### config.mk
export PLATFORM = sky130hd
export DESIGN_NAME = tile_in_fetch
export DESIGN_NICKNAME = d
export VERILOG_FILES = /design/src/rtl/tile_pkg.sv /design/src/rtl/tile_raster_cnt.sv /design/src/rtl/tile_in_fetch.sv
export SDC_FILE = /design/constraint.sdc
export NUM_CORES = 1
export LEC_CHECK = 0
export BUFFER_PORTS_ARGS = -buffer_cell sky130_fd_sc_hd__buf_4
export CAP_MARGIN = 30
export CORE_MARGIN = 8
export CORE_UTILIZATION = 30
export CTS_CLUSTER_DIAMETER = 40
export DETAILED_ROUTE_END_ITERATION = 16
export GPL_ROUTABILITY_DRIVEN = 0
export SLEW_MARGIN = 20
export SYNTH_ARGS = -nofsm -noshare
export SYNTH_HDL_FRONTEND = slang
export SYNTH_HIERARCHICAL = 1
export SYNTH_SLANG_ARGS = --single-unit
### constraint.sdc
create_clock -name clk -period 10.9 [get_ports clk]
set_input_delay 2.18 -clock clk [delete_from_list [all_inputs] [get_ports clk]]
set_output_delay 2.18 -clock clk [all_outputs]
set_load 0.005 [all_outputs]
### src/rtl/tile_pkg.sv
// Shared types and default widths for the tile descriptor path and the input-window fetcher.
package tile_pkg;

  localparam int unsigned DIM_W_DEF  = 16;
  localparam int unsigned ADDR_W_DEF = 24;

  // Window descriptor as produced by the tile controller.
  typedef struct packed {
    logic signed [DIM_W_DEF:0] in_row;
    logic signed [DIM_W_DEF:0] in_col;
    logic [DIM_W_DEF-1:0]      in_h;
    logic [DIM_W_DEF-1:0]      in_w;
  } tile_desc_t;

  typedef struct packed {
    logic signed [DIM_W_DEF:0] row;
    logic signed [DIM_W_DEF:0] col;
    logic                      pad;
    logic [ADDR_W_DEF-1:0]     addr;
    logic                      last;
  } pix_req_t;

  typedef enum logic {
    ST_IDLE = 1'b0,
    ST_RUN  = 1'b1
  } fetch_state_e;

endpackage

### src/rtl/tile_raster_cnt.sv
// 2-D raster counter: column runs 0..w-1, then wraps and bumps the row.
module tile_raster_cnt #(
  parameter int unsigned CNT_W = 16
) (
  input  logic             clk,
  input  logic             rst_n,
  input  logic             clr_i,
  input  logic             en_i,
  input  logic [CNT_W-1:0] h_i,
  input  logic [CNT_W-1:0] w_i,
  output logic [CNT_W-1:0] r_cnt_o,
  output logic [CNT_W-1:0] c_cnt_o,
  output logic             last_c_o
);

  logic [CNT_W-1:0] r_q, r_d;
  logic [CNT_W-1:0] c_q, c_d;
  logic             col_wrap_c;
  logic             row_last_c;

  assign col_wrap_c = (c_q == w_i - CNT_W'(1));
  assign row_last_c = (r_q == h_i - CNT_W'(1));
  assign last_c_o   = col_wrap_c && row_last_c;
  assign r_cnt_o    = r_q;
  assign c_cnt_o    = c_q;

  // Clear has priority over advance.
  always_comb begin
    r_d = r_q;
    c_d = c_q;
    if (clr_i) begin
      r_d = '0;
      c_d = '0;
    end else if (en_i) begin
      if (col_wrap_c) begin
        c_d = '0;
        r_d = r_q + CNT_W'(1);
      end else begin
        c_d = c_q + CNT_W'(1);
      end
    end
  end

  always_ff @(posedge clk or negedge rst_n) begin
    if (!rst_n) begin
      r_q <= '0;
      c_q <= '0;
    end else begin
      r_q <= r_d;
      c_q <= c_d;
    end
  end

endmodule

### src/rtl/tile_in_fetch.sv
// Accepts one input-window descriptor and walks it in raster order, emitting a
// linear pixel address or a padding flag for each position.
module tile_in_fetch
  import tile_pkg::*;
#(
  parameter int unsigned DIM_W  = DIM_W_DEF,
  parameter int unsigned ADDR_W = ADDR_W_DEF
) (
  input  logic                    clk,
  input  logic                    rst_n,
  input  logic [DIM_W-1:0]        cfg_img_h,
  input  logic [DIM_W-1:0]        cfg_img_w,
  input  logic                    desc_valid,
  output logic                    desc_ready,
  input  logic signed [DIM_W:0]   desc_in_row,
  input  logic signed [DIM_W:0]   desc_in_col,
  input  logic [DIM_W-1:0]        desc_in_h,
  input  logic [DIM_W-1:0]        desc_in_w,
  output logic                    pix_valid,
  input  logic                    pix_ready,
  output logic signed [DIM_W:0]   pix_row,
  output logic signed [DIM_W:0]   pix_col,
  output logic                    pix_pad,
  output logic [ADDR_W-1:0]       pix_addr,
  output logic                    pix_last,
  output logic                    tile_done,
  output logic                    busy
);

  localparam int unsigned CRD_W  = DIM_W + 1;
  localparam int unsigned PROD_W = 2 * DIM_W + 1;

  fetch_state_e            state_q;
  logic                    desc_ready_q;
  logic                    pix_valid_q;
  logic                    tile_done_q;
  logic                    busy_q;
  logic signed [CRD_W-1:0] org_row_q;
  logic signed [CRD_W-1:0] org_col_q;
  logic [DIM_W-1:0]        win_h_q;
  logic [DIM_W-1:0]        win_w_q;
  logic [DIM_W-1:0]        img_h_q;
  logic [DIM_W-1:0]        img_w_q;

  logic [DIM_W-1:0]        r_cnt;
  logic [DIM_W-1:0]        c_cnt;
  logic                    last_c;
  logic                    accept_c;
  logic                    pix_hs_c;
  logic                    zero_size_c;
  logic                    row_out_c;
  logic                    col_out_c;

  assign accept_c    = desc_valid && desc_ready_q;
  assign pix_hs_c    = pix_valid_q && pix_ready;
  assign zero_size_c = (desc_in_h == '0) || (desc_in_w == '0);

  tile_raster_cnt #(
    .CNT_W (DIM_W)
  ) u_raster_cnt (
    .clk      (clk),
    .rst_n    (rst_n),
    .clr_i    (accept_c),
    .en_i     (pix_hs_c),
    .h_i      (win_h_q),
    .w_i      (win_w_q),
    .r_cnt_o  (r_cnt),
    .c_cnt_o  (c_cnt),
    .last_c_o (last_c)
  );

  // Window sequencing; a zero-area window completes without entering RUN.
  always_ff @(posedge clk or negedge rst_n) begin
    if (!rst_n) begin
      state_q      <= ST_IDLE;
      desc_ready_q <= 1'b1;
      pix_valid_q  <= 1'b0;
      tile_done_q  <= 1'b0;
      busy_q       <= 1'b0;
      org_row_q    <= '0;
      org_col_q    <= '0;
      win_h_q      <= '0;
      win_w_q      <= '0;
      img_h_q      <= '0;
      img_w_q      <= '0;
    end else begin
      tile_done_q <= 1'b0;
      case (state_q)
        ST_IDLE: begin
          if (accept_c) begin
            org_row_q <= desc_in_row;
            org_col_q <= desc_in_col;
            win_h_q   <= desc_in_h;
            win_w_q   <= desc_in_w;
            img_h_q   <= cfg_img_h;
            img_w_q   <= cfg_img_w;
            if (zero_size_c) begin
              tile_done_q <= 1'b1;
            end else begin
              state_q      <= ST_RUN;
              desc_ready_q <= 1'b0;
              pix_valid_q  <= 1'b1;
              busy_q       <= 1'b1;
            end
          end
        end
        ST_RUN: begin
          if (pix_hs_c && last_c) begin
            state_q      <= ST_IDLE;
            desc_ready_q <= 1'b1;
            pix_valid_q  <= 1'b0;
            busy_q       <= 1'b0;
            tile_done_q  <= 1'b1;
          end
        end
        default: begin
          state_q      <= ST_IDLE;
          desc_ready_q <= 1'b1;
          pix_valid_q  <= 1'b0;
          busy_q       <= 1'b0;
        end
      endcase
    end
  end

  // Request fields come only from registers, so they hold while stalled.
  assign pix_row   = org_row_q + $signed({1'b0, r_cnt});
  assign pix_col   = org_col_q + $signed({1'b0, c_cnt});
  assign row_out_c = pix_row[DIM_W] || (pix_row >= $signed({1'b0, img_h_q}));
  assign col_out_c = pix_col[DIM_W] || (pix_col >= $signed({1'b0, img_w_q}));
  assign pix_pad   = row_out_c || col_out_c;
  assign pix_addr  = pix_pad ? '0
                   : ADDR_W'(PROD_W'(pix_row[DIM_W-1:0]) * PROD_W'(img_w_q)
                             + PROD_W'(pix_col[DIM_W-1:0]));
  assign pix_last  = last_c;

  assign desc_ready = desc_ready_q;
  assign pix_valid  = pix_valid_q;
  assign tile_done  = tile_done_q;
  assign busy       = busy_q;

endmodule

== Yosys cells after proc, flatten, opt, wreduce, memory -nomap -nowiden ==
Cells that the tools add are included.
Word-level totals
  bits in registers: 134
Cells by class
  $add $sub $neg: 7
  $mul: 1
  $lt $le $gt $ge: 2
  equality and inequality tests: 5
  muxes and demuxes: 23
  bitwise gates (word level): 1
  reductions and logical operators: 15
Operator list (count)
  two-way mux 16 bit: 6
  adder 17 bit: 2
  greater-or-equal comparator 17 bit: 2
  adder 16 x 1 -> 16 bit, second input constant: 2
  == test 16 bit: 2
  logical NOT 16 bit: 2
  subtractor 16 x 1 -> 16 bit, second input constant: 2
  adder 24 x 16 -> 24 bit: 1
  multiplier 16 x 16 -> 24 bit: 1
  two-way mux 24 bit: 1
  two-way mux 1 bit: 12
  case mux 1 bit (2 select lines): 4
  logical AND 1 bit: 4
  logical OR 1 bit: 4
  inequality test 2 bit, second input constant: 2
  AND reduction 2 bit: 2
  nonzero test 2 bit: 2
  AND reduction 3 bit: 1
  inequality test 2 x 1 -> 1 bit, second input constant: 1
  NOT 1 bit: 1

== Logic depth before layout (Yosys ltp) ==
Gate-level depths: netlist (run 1).
  depth in word-level cells: 6
  mapped depth: 30

== By module ==
Netlist (run 1), hierarchy kept.
By module, submodules not included
  tile_in_fetch: instances 1, cells an instance 1484, area each 13924.6 um^2
  tile_raster_cnt: instances 1, cells an instance 360, area each 2837.7 um^2

== Worst setup path before layout (run 1) ==
Ideal clock, no wire load.
  kind: reg-to-output
  start: register u_raster_cnt.r_q[1], in the netlist u_raster_cnt/r_cnt_o[1]
  end: output port pix_addr[23]
  data arrival time: 7.454 ns
  path slack: 1.266 ns
  cell stages (with the launch flop): 28
  path buffers: 2
  path through: dfrtp_1 ha_1 a211oi_1 o21ai_0 a21o_1 a31o_2 a2111o_1 o311ai_0 clkbuf_1 nand2_1 fa_1 fa_1 inv_1 fa_1 fa_1 fa_1 inv_1 fa_1 inv_1 ha_1 clkbuf_1 a21o_1 a21o_1 a21o_1 o41ai_1 o21ai_0 xor2_1 nor2_1
On the way
  cells in the longest elaborated chain, start to end: 5
  elaborated cells between the ends (all ways): 7
RTL lines
  start, declared: line tile_raster_cnt.sv:16  | logic [CNT_W-1:0] r_q, r_d;
  start signal, assigned: line tile_raster_cnt.sv:49  | r_q <= r_d;
  adder 17 bit *: line tile_in_fetch.sv:127  | assign pix_row = org_row_q + $signed({1'b0, r_cnt});
  named net pix_row[13]: line tile_in_fetch.sv:21  | output logic signed [DIM_W:0] pix_row,
  parallel branches: the longest is 3 deep, another holds multiplier 16 x 16 -> 24 bit
  two-way mux 24 bit *: line tile_in_fetch.sv:132  | assign pix_addr = pix_pad ? '0
  end, declared: line tile_in_fetch.sv:24  | output logic [ADDR_W-1:0] pix_addr,
Mark *: on every way through the listed nets, which the timed path passes.

== Worst setup path in the final report (run 1) ==
  start: register u_raster_cnt.r_q[8], in the netlist u_raster_cnt/r_cnt_o[8]
  end: output port pix_addr[23]
On the way
  cells in the longest elaborated chain, start to end: 5
  elaborated cells between the ends (all ways): 7
RTL lines (line)
  adder 17 bit *: tile_in_fetch.sv:127
  parallel branches: the longest is 3 deep, another holds multiplier 16 x 16 -> 24 bit
  two-way mux 24 bit *: tile_in_fetch.sv:132
Mark *: on every way between the ends.

==> results of run 1 <==
-- layout make-up --
type	instances	area, um^2
Clock inverter	13	194
Antenna cell	1	2.50
Inverter	322	1210
Fill cell	5617	35600
Sequential cell	134	3350
Multi-Input combinational cell	1315	12000
Tap cell	748	936
Clock buffer	19	453
Timing Repair Buffer	201	1520
-- how the worst max path moves through the flow --
| stage | startpoint | end | slack, ns | depth (start not counted) |
|---|---|---|---|---|
| after floorplan | u_raster_cnt/r_cnt_o[1] | pix_addr[23] | 1.27 | 27 |
| after global placement | u_raster_cnt/r_cnt_o[0] | pix_addr[23] | 0.46 | 28 |
| after detailed placement | u_raster_cnt/r_cnt_o[0] | pix_addr[23] | 0.34 | 28 |
| after CTS | u_raster_cnt/r_cnt_o[0] | pix_addr[23] | 0.03 | 29 |
| after global routing | u_raster_cnt/r_cnt_o[2] | pix_addr[23] | 0.005 | 29 |
| final | u_raster_cnt/r_cnt_o[8] | pix_addr[23] | 0.41 | 25 |
-- kinds of logic (layout without fill, tap and decap cells) --
kind of cell,after synthesis,count (layout)
simple gates,548,548
buf+inv,395,555
fa+ha+maj,325,325
compound gates,225,225
flops,134,134
xor+xnor,111,111
mux,106,106
other cells,0,1
-- cells in the final DEF, fill, tap and decap left out, drive strengths merged, types with 43 or more instances in the layout --
| cell type | count |
|---|---|
| ha | 139 |
| dfrtp | 133 |
| buf | 201 |
| o21ai | 43 |
| mux2 | 98 |
| nand2 | 178 |
| fa | 186 |
| inv | 324 |
| xnor2 | 75 |
| nor2 | 93 |
| a21oi | 67 |
| and2 | 99 |
-- power by group through the flow --
| stage | Clock, mW | Sequential (mW) | Combinational, mW |
|---|---|---|---|
| floorplan | 0 | 0.507 | 0.000941 |
| global placement | 0 | 0.507 | 0.0454 |
| detailed placement | 0 | 0.507 | 0.0461 |
| CTS | 0.671 | 0.497 | 0.0461 |
| global route | 0.690 | 0.497 | 0.0490 |
| finish | 0.657 | 0.497 | 0.0447 |
-- stage by stage --
step | power, mW | hold slack, ns | setup WS, ns | instances
finish | 1.20 | 0.479 | 0.409 | 2753
global route | 1.24 | 0.519 | 0.00529 | 2752
detailed placement | 0.553 | 0.463 | 0.336 | 2712
global placement | 0.552 | 0.460 | 0.458 | 2710
CTS | 1.21 | 0.475 | 0.0337 | 2747
floorplan | 0.508 | 0.453 | 1.27 | 1844
-- cells in the mapped netlist, types with 6 or more instances --
cell,number
mux2_2,98
nand2_1,178
mux2i_1,8
nor2_2,9
xnor2_1,75
a211oi_1,7
dfrtp_1,133
o211ai_1,8
and3_1,9
o21ai_0,40
o31ai_1,15
or4_1,18
o21bai_1,11
or3_1,9
nor4_1,21
and2_1,99
nor3_1,25
ha_1,139
nand4_1,19
nand3_1,31
nand2b_1,8
nor2_1,84
a21oi_1,65
o21a_1,12
a21o_1,16
fa_1,186
xor2_1,34
a31oi_1,11
clkbuf_1,67
nand3b_1,6
nor2b_1,13
inv_1,321
-- state kept, by name, summed over array words and instances, names as in the netlist --
register and cells:
org_row_q 17, win_h_q 16, org_col_q 17, img_w_q 16, state_q 1, desc_ready 1, img_h_q 16, busy 1
win_w_q 16, tile_done 1, u_raster_cnt/c_cnt_o 16, u_raster_cnt/r_cnt_o 16
-- layer usage --
layer | vias to the layer above | track usage (%) | share of wire (%)
met5 | - | 0 | 0
met4 | 0 | 6.05 | 3.1
met3 | 80 | 3.49 | 6.4
met2 | 416 | 26.4 | 47
met1 | 6634 | 20.6 | 44
li1 | 6277 | - | -
-- critical path: stages (launching register included) --
cell       delay [ns]
dfrtp_1          0.51
ha_1             0.47
and3_1           0.22
a2111oi_0        0.44
o211ai_1         0.38
buf_4            0.29
and2_1           0.18
fa_1             0.52
inv_1            0.06
fa_1             0.49
fa_1             0.51
inv_1            0.05
fa_1             0.46
fa_1             0.54
inv_1            0.05
fa_1             0.52
inv_1            0.04
ha_1             0.22
or4_1            0.52
a21oi_1          0.23
nor3_1           0.13
o41ai_2          0.37
o21ai_0          0.17
xor2_1           0.18
nor2_1           0.15
buf_4            0.14
-- timing repair --
item	4_1_cts	5_1_grt
gates resized for setup	2	8
setup buffers	3	3
setup endpoints to repair	1	5
hold buffers	0	0
pin swaps	0	2
==> summary.md, run 1 <==
Counting flops and latches in the post-synthesis netlist gives 134. Setup violations remaining at the end of the flow were counted as 0. STA classifies the critical path endpoint as an output pin.

By area, the combinational part of the netlist is dominated by adder cells. The proportion of synthesized flip-flops having asynchronous set or reset was 100%. The setup path with the least slack is of type register to output pin. The logs give 16800 um^2 for the mapped cell area and 9.71 nW for the static power due to leakage. The logs give 0 for the total count of hold-check failures in the final report and 0 for the DRC violation count after routing.

The synthesized design contains 0 enable-type register cells. Between clock sinks in the finished design, the worst skew comes to 0.0180 ns. The proportion of synthesized area in mux cells was 7.06%; the minimum period implied by the final worst setup slack was 10.49 ns. In this run, flip-flops and latches consume 41.5% of the power. For the portion of the post-synthesis area used by sequential elements, the log shows 20.0%. Of the total power, the clock network draws 54.8%.

The simple-gate share of the synthesized area works out to 16.6%. The number of cells on the worst reg-to-reg path is 10. The post-detailed-route wirelength per cell came out at 18.3 um.

Terminating pin of the worst hold path: desc_ready. The post-route netlist has 18.4% of its cells at a drive strength greater than 1. The final layout contains 2418 nets.

From bottom edge to top edge, the die measures 252 um. The tools report the slack of the worst reg-to-reg path as 7.11 ns. Once layout is complete, the utilization of the core stands at 35.6%. For the sum of overflow across all layers after global routing, the log shows 0.

Once placement finished, the instance area stood at 18900 um^2. For this configuration, the core starts out at a cell density of 30.4%. In this run the tightest slew margin relative to its limit is 39.4%. Number of CTS-inserted buffers: 17. The arrival time of the worst setup path was 8.31 ns; the chip width was 252 um. Maximum net fanout on the critical path: 9. Derived from the worst setup path, the maximum achievable clock frequency is 0.0953 GHz.

During I/O placement, the number of pins put on the boundary was 166. The clock-pin transition on the worst setup and hold timing paths works out to 0.06 ns. For the worst setup path, the data required time is 8.72 ns. The area fraction in compound gates after synthesis was 8.70%.

For the number of warning messages in the yosys log, the log shows 6. The tightest min-delay check is of the register to register type. The post-synthesis cell type count is 70. The run finished with clean final reports.

Summed over all failing endpoints, the final setup total negative slack is 0 ns. In this run the clock root is driven by a clkbuf_16. Most used flip-flop cell after synthesis: dfrtp_1. The die covers 63700 um^2. The core region is 55200 um^2. Max-slew violation total from the final report: 0. The worst setup path is launched from a register. Entering global routing, the biggest net connects 82 pins. In this run the core area contains 86 standard-cell rows.

The switching portion of total power works out to 23.3%. Once detail routing completed, the nets flagged for antenna violations numbered 0. The first detailed-routing pass ran for 5 iterations. The clock latency at the later pin of the worst-skew pair came out at 0.47 ns.

The number of global-route vias before repair came out at 14336. The worst-case IR drop observed on VDD is 0.225 mV. The cell count after synthesis is 1844, and the initial antenna violation count is 0. In the post-synthesis netlist, the biggest area contributors are fa_1 22%, dfrtp_1 20%, ha_1 10%, inv_1 7.2%, mux2_2 6.6%. The hold-critical path depth is 2.

After detailed routing, the total wire length is 50.3 mm. After routing the design area is 19600 um^2. For the pin with the worst max-slew slack, the measured transition is 0.903 ns.

The xor/xnor share of the synthesized area was 5.96%; the post-synthesis net count was 2271. For this design, the sink count on the clock tree is 134. The largest area contributor in the synthesized netlist is fa_1. In this run the critical register-to-register path is captured at busy. Summing over every cut layer, the via total after detailed routing is 13407. The number of levels the H-tree was split into was 4. Summing the areas of all fa, ha and maj instances in the mapped netlist gives 32.6% of the synthesized area. Combinational logic burns 3.7% of the power. The internal power consumption is 919 uW.

The tool flagged a number of max-cap violations equal to 0. Global routing consumed, over all layers together, 16.1% of the routing resources. The average footprint of a synthesized cell works out to 9.09 um^2.

TritonCTS built the clock tree. After synthesis, the largest area contributor takes up 22.2% of total cell area. After the first detailed-routing iteration, the DRC count stood at 878. The placed wire-length estimate was 40.6 mm.

In the finished design, the share of the clock period the worst path needs comes to 96.2%. Setup repair after global routing left no endpoint under its margin. Dividing the detail-routed via count by the number of cells gives 4.87. For this design the ratio of total power to cell area is 61.0 nW/um^2. The area growth from synthesis to layout is 17.2%.

The startpoint identified for the worst hold timing path is desc_ready. For the buffer levels on the longest clock path, the log shows 2. The tools report the startpoint of the worst register-to-register path as win_w_q[3].

The port buffer count is 165, and the net switching power of the design is 280 uW. The run gives 80.1 mm as the first-pass GRT wire length.
Power figures use the tool's default switching activity.
==> inputs of run 2 (changes only) <==
- BUFFER_PORTS_ARGS: -buffer_cell sky130_fd_sc_hd__buf_4 -> -buffer_cell sky130_fd_sc_hd__buf_2
==> run 2 against run 1 <==
- flip-flop and latch count unchanged
- clock power decreased by 7.9%
- design area decreased by 2.6%
- highest routed layer unchanged
- via count increased by 0.48%
- wire length decreased by 0.85%
- global-route usage decreased by 0.29 points
- clock skew decreased by 0.0017 ns
- first-iteration DRC count decreased by 1.8%
==> summary.md, run 2 (synthesized netlist as in run 1, its figures left out) <==
For the count of max-cap constraint violations, the log shows 0 (unchanged). The post-detailed-route wirelength per cell was 18.2 um (-0.56%). In the final layout, the registers with the most flip-flops are org_col_q (17), org_row_q (17).

The root buffer cell chosen for the clock tree is clkbuf_16. The clock-pin transition on the worst setup and hold timing paths was 0.06 ns (about the same); the DRC violation count after routing was 0 (unchanged). The cell count of the worst reg-to-reg path was 10 (unchanged). For the pin count of the biggest net entering global routing, the log shows 77 (-6.1%).

The top cell types in the final layout, fill and taps aside, are 321 x inv_1, 185 x fa_1, 178 x nand2_1. The highest ir drop seen on vdd is 0.116 mV (-49%). Leaving out fill and tap cells, the most frequent cell in the layout is inv_1. In this run the worst hold path is classified as register to register. The maximum net fanout on the critical path works out to 7 (-2). The total power per unit cell area came out at 59.4 nW/um^2 (-2.6%).

The run gives 8.72 ns (about the same) as the data required time of the worst path. The logs give 19100 um^2 (-2.6%) for the post-route standard cell area excluding fillers and 40.3 mm (-0.82%) for the placed wire-length estimate. The max-slew violation total from the final report is 0 (unchanged), and the achievable clock frequency is 0.0956 GHz (+0.32%). The post-placement worst setup slack was 0.267 ns (-0.0693 ns); the layout cell share with drive strength beyond 1 was 18.0% (-0.44 points). Post-route clock skew: 0.0162 ns (-0.00173 ns).

The number of inserted diodes was 0 (-1); the post-route clock period utilization was 95.9% (-0.31 points). For the static power due to leakage, the log shows 9.56 nW (-1.5%). The first-iteration detailed-routing DRC count came out at 862 (-1.8%). The first-pass GRT wire length was 78.5 mm (-2.0%); the minimum period implied by the final worst setup slack was 10.46 ns (-0.0338 ns). For the number of hold buffers added after cts, the log shows 0 (unchanged). The critical path's largest stage delay is 0.55 ns (about the same), and the number of levels the H-tree was split into is 4 (unchanged). The via count of the routed design was 13472 (+0.48%); the overall fraction of global-route tracks in use was 15.8% (-0.29 points). The final cell utilization of the core is 34.7% (-0.91 points), and the total I/O pin count is 166 (unchanged). Overall die height: 252 um (unchanged). The hold-critical path depth was 2 (unchanged). The number of endpoints failing setup at the final stage is 0 (unchanged). Slowest cell on the critical path: fa_1. The tools report the endpoint type of the worst setup path as an output pin. Final net count: 2411 (-0.29%).

Setup repair after global routing left no endpoint under its margin. For the number of standard cells in the layout, taps in and fillers out, the log shows 2745 (-0.29%). The detailed-router iteration count before antenna repair is 7 (+2), and the synthesis-to-layout area growth is 14.2%. Final antenna-violating net count: 0 (unchanged). The number of sinks driven by the clock tree was 134 (unchanged); the full die area was 63700 um^2 (unchanged). The final critical-path setup slack was 0.443 ns (+0.0338 ns); the chip width was 252 um (unchanged). Cell with the most instances on the worst path: fa_1.

The run gives 0 (unchanged) as the initial antenna violation count. The setup path with the least slack is of type register to output pin. The number of CTS-inserted buffers is 17 (unchanged), and the buffer levels on the longest clock path is 2 (unchanged).

The startpoint type of the worst setup path was a register. TritonCTS built the clock tree. The minimum hold slack was 0.474 ns (-0.00461 ns); the total negative slack was 0 ns (unchanged). The total count of hold-check failures in the final report is 0 (unchanged), and the core footprint is 55200 um^2 (unchanged). The initial core utilization is 30.4% (unchanged), and the number of rows in the core area is 86 (unchanged).

The post-detailed-route via-to-cell ratio was 4.91 (+0.78%). The run gives 8.28 ns (-0.03 ns) as the arrival time of the worst setup path. The run finished with clean final reports. The tools report the routed wire length as 49.9 mm (-0.85%). The clock latency at the later pin of the worst-skew pair came out at 0.47 ns (about the same). The port buffer count was 165 (unchanged).

The headroom to the max-slew limit was 37.9% (-1.6 points); the number of global-route vias before repair was 14032 (-2.1%). For the post-placement cell count, the log shows 2708 (-0.15%). The sum of overflow across all layers after global routing was 0 (unchanged); the actual slew at the worst max-slew pin was 0.927 ns (+0.0245 ns). For the overall power of the completed layout, the log shows 1.14 mW (-5.1%). The run gives 18400 um^2 (-2.4%) as the area of placed instances.
[run 2: layer usage]
metal | track usage, % | vias up | share of wire, %
met5 | 0 | - | 0
met1 | 20.2 | 6734 | 44
met2 | 26.1 | 401 | 47
li1 | - | 6259 | -
met4 | 5.21 | 0 | 2.8
met3 | 3.78 | 78 | 5.8
[run 2: power breakdown]
group	internal, mW	switching (mW)	total [mW]	leakage, nW
clock	0.352	0.253	0.605	0.282
combinational	0.0140	0.0207	0.0347	7.43
sequential	0.497	0	0.497	1.85
[run 2: final timing paths]
check	startpoint	endpoint	slack [ns]
max	u_raster_cnt/r_cnt_o[1]	pix_addr[23]	0.44
min	desc_ready	desc_ready	0.47
max reg2reg	win_w_q[3]	busy	7.09
min reg2reg	desc_ready	desc_ready	0.47
max in group asynchronous	rst_n	img_h_q[0]	8.08
min in group asynchronous	rst_n	win_h_q[15]	1.71
[run 2: final cells by class]
type / instances / area [um^2]
Multi-Input combinational cell: 1315 / 12000
Tap cell: 748 / 936
Fill cell: 5616 / 36100
Timing Repair Buffer: 194 / 1070
Sequential cell: 134 / 3350
Inverter: 322 / 1210
Clock buffer: 20 / 457
Clock inverter: 12 / 141
[run 2: repair_timing]
| item | CTS | global route |
|---|---|---|
| pin swaps | 0 | 2 |
| gates resized for setup | 2 | 7 |
| endpoints found under the setup margin | 1 | 4 |
| setup buffers | 0 | 3 |
[run 2: worst max-delay path: cells and delay by family, from the launching register on]
| kind | cells | cell delay, ns |
|---|---|---|
| AO/OA/AOI/OAI | 9 | 2.30 |
| flip-flops | 1 | 0.48 |
| AND/OR/NAND/NOR | 4 | 1.01 |
| buffers and inverters | 5 | 0.35 |
| adder cells (fa/ha/maj) | 8 | 3.46 |
| XOR/XNOR | 1 | 0.17 |
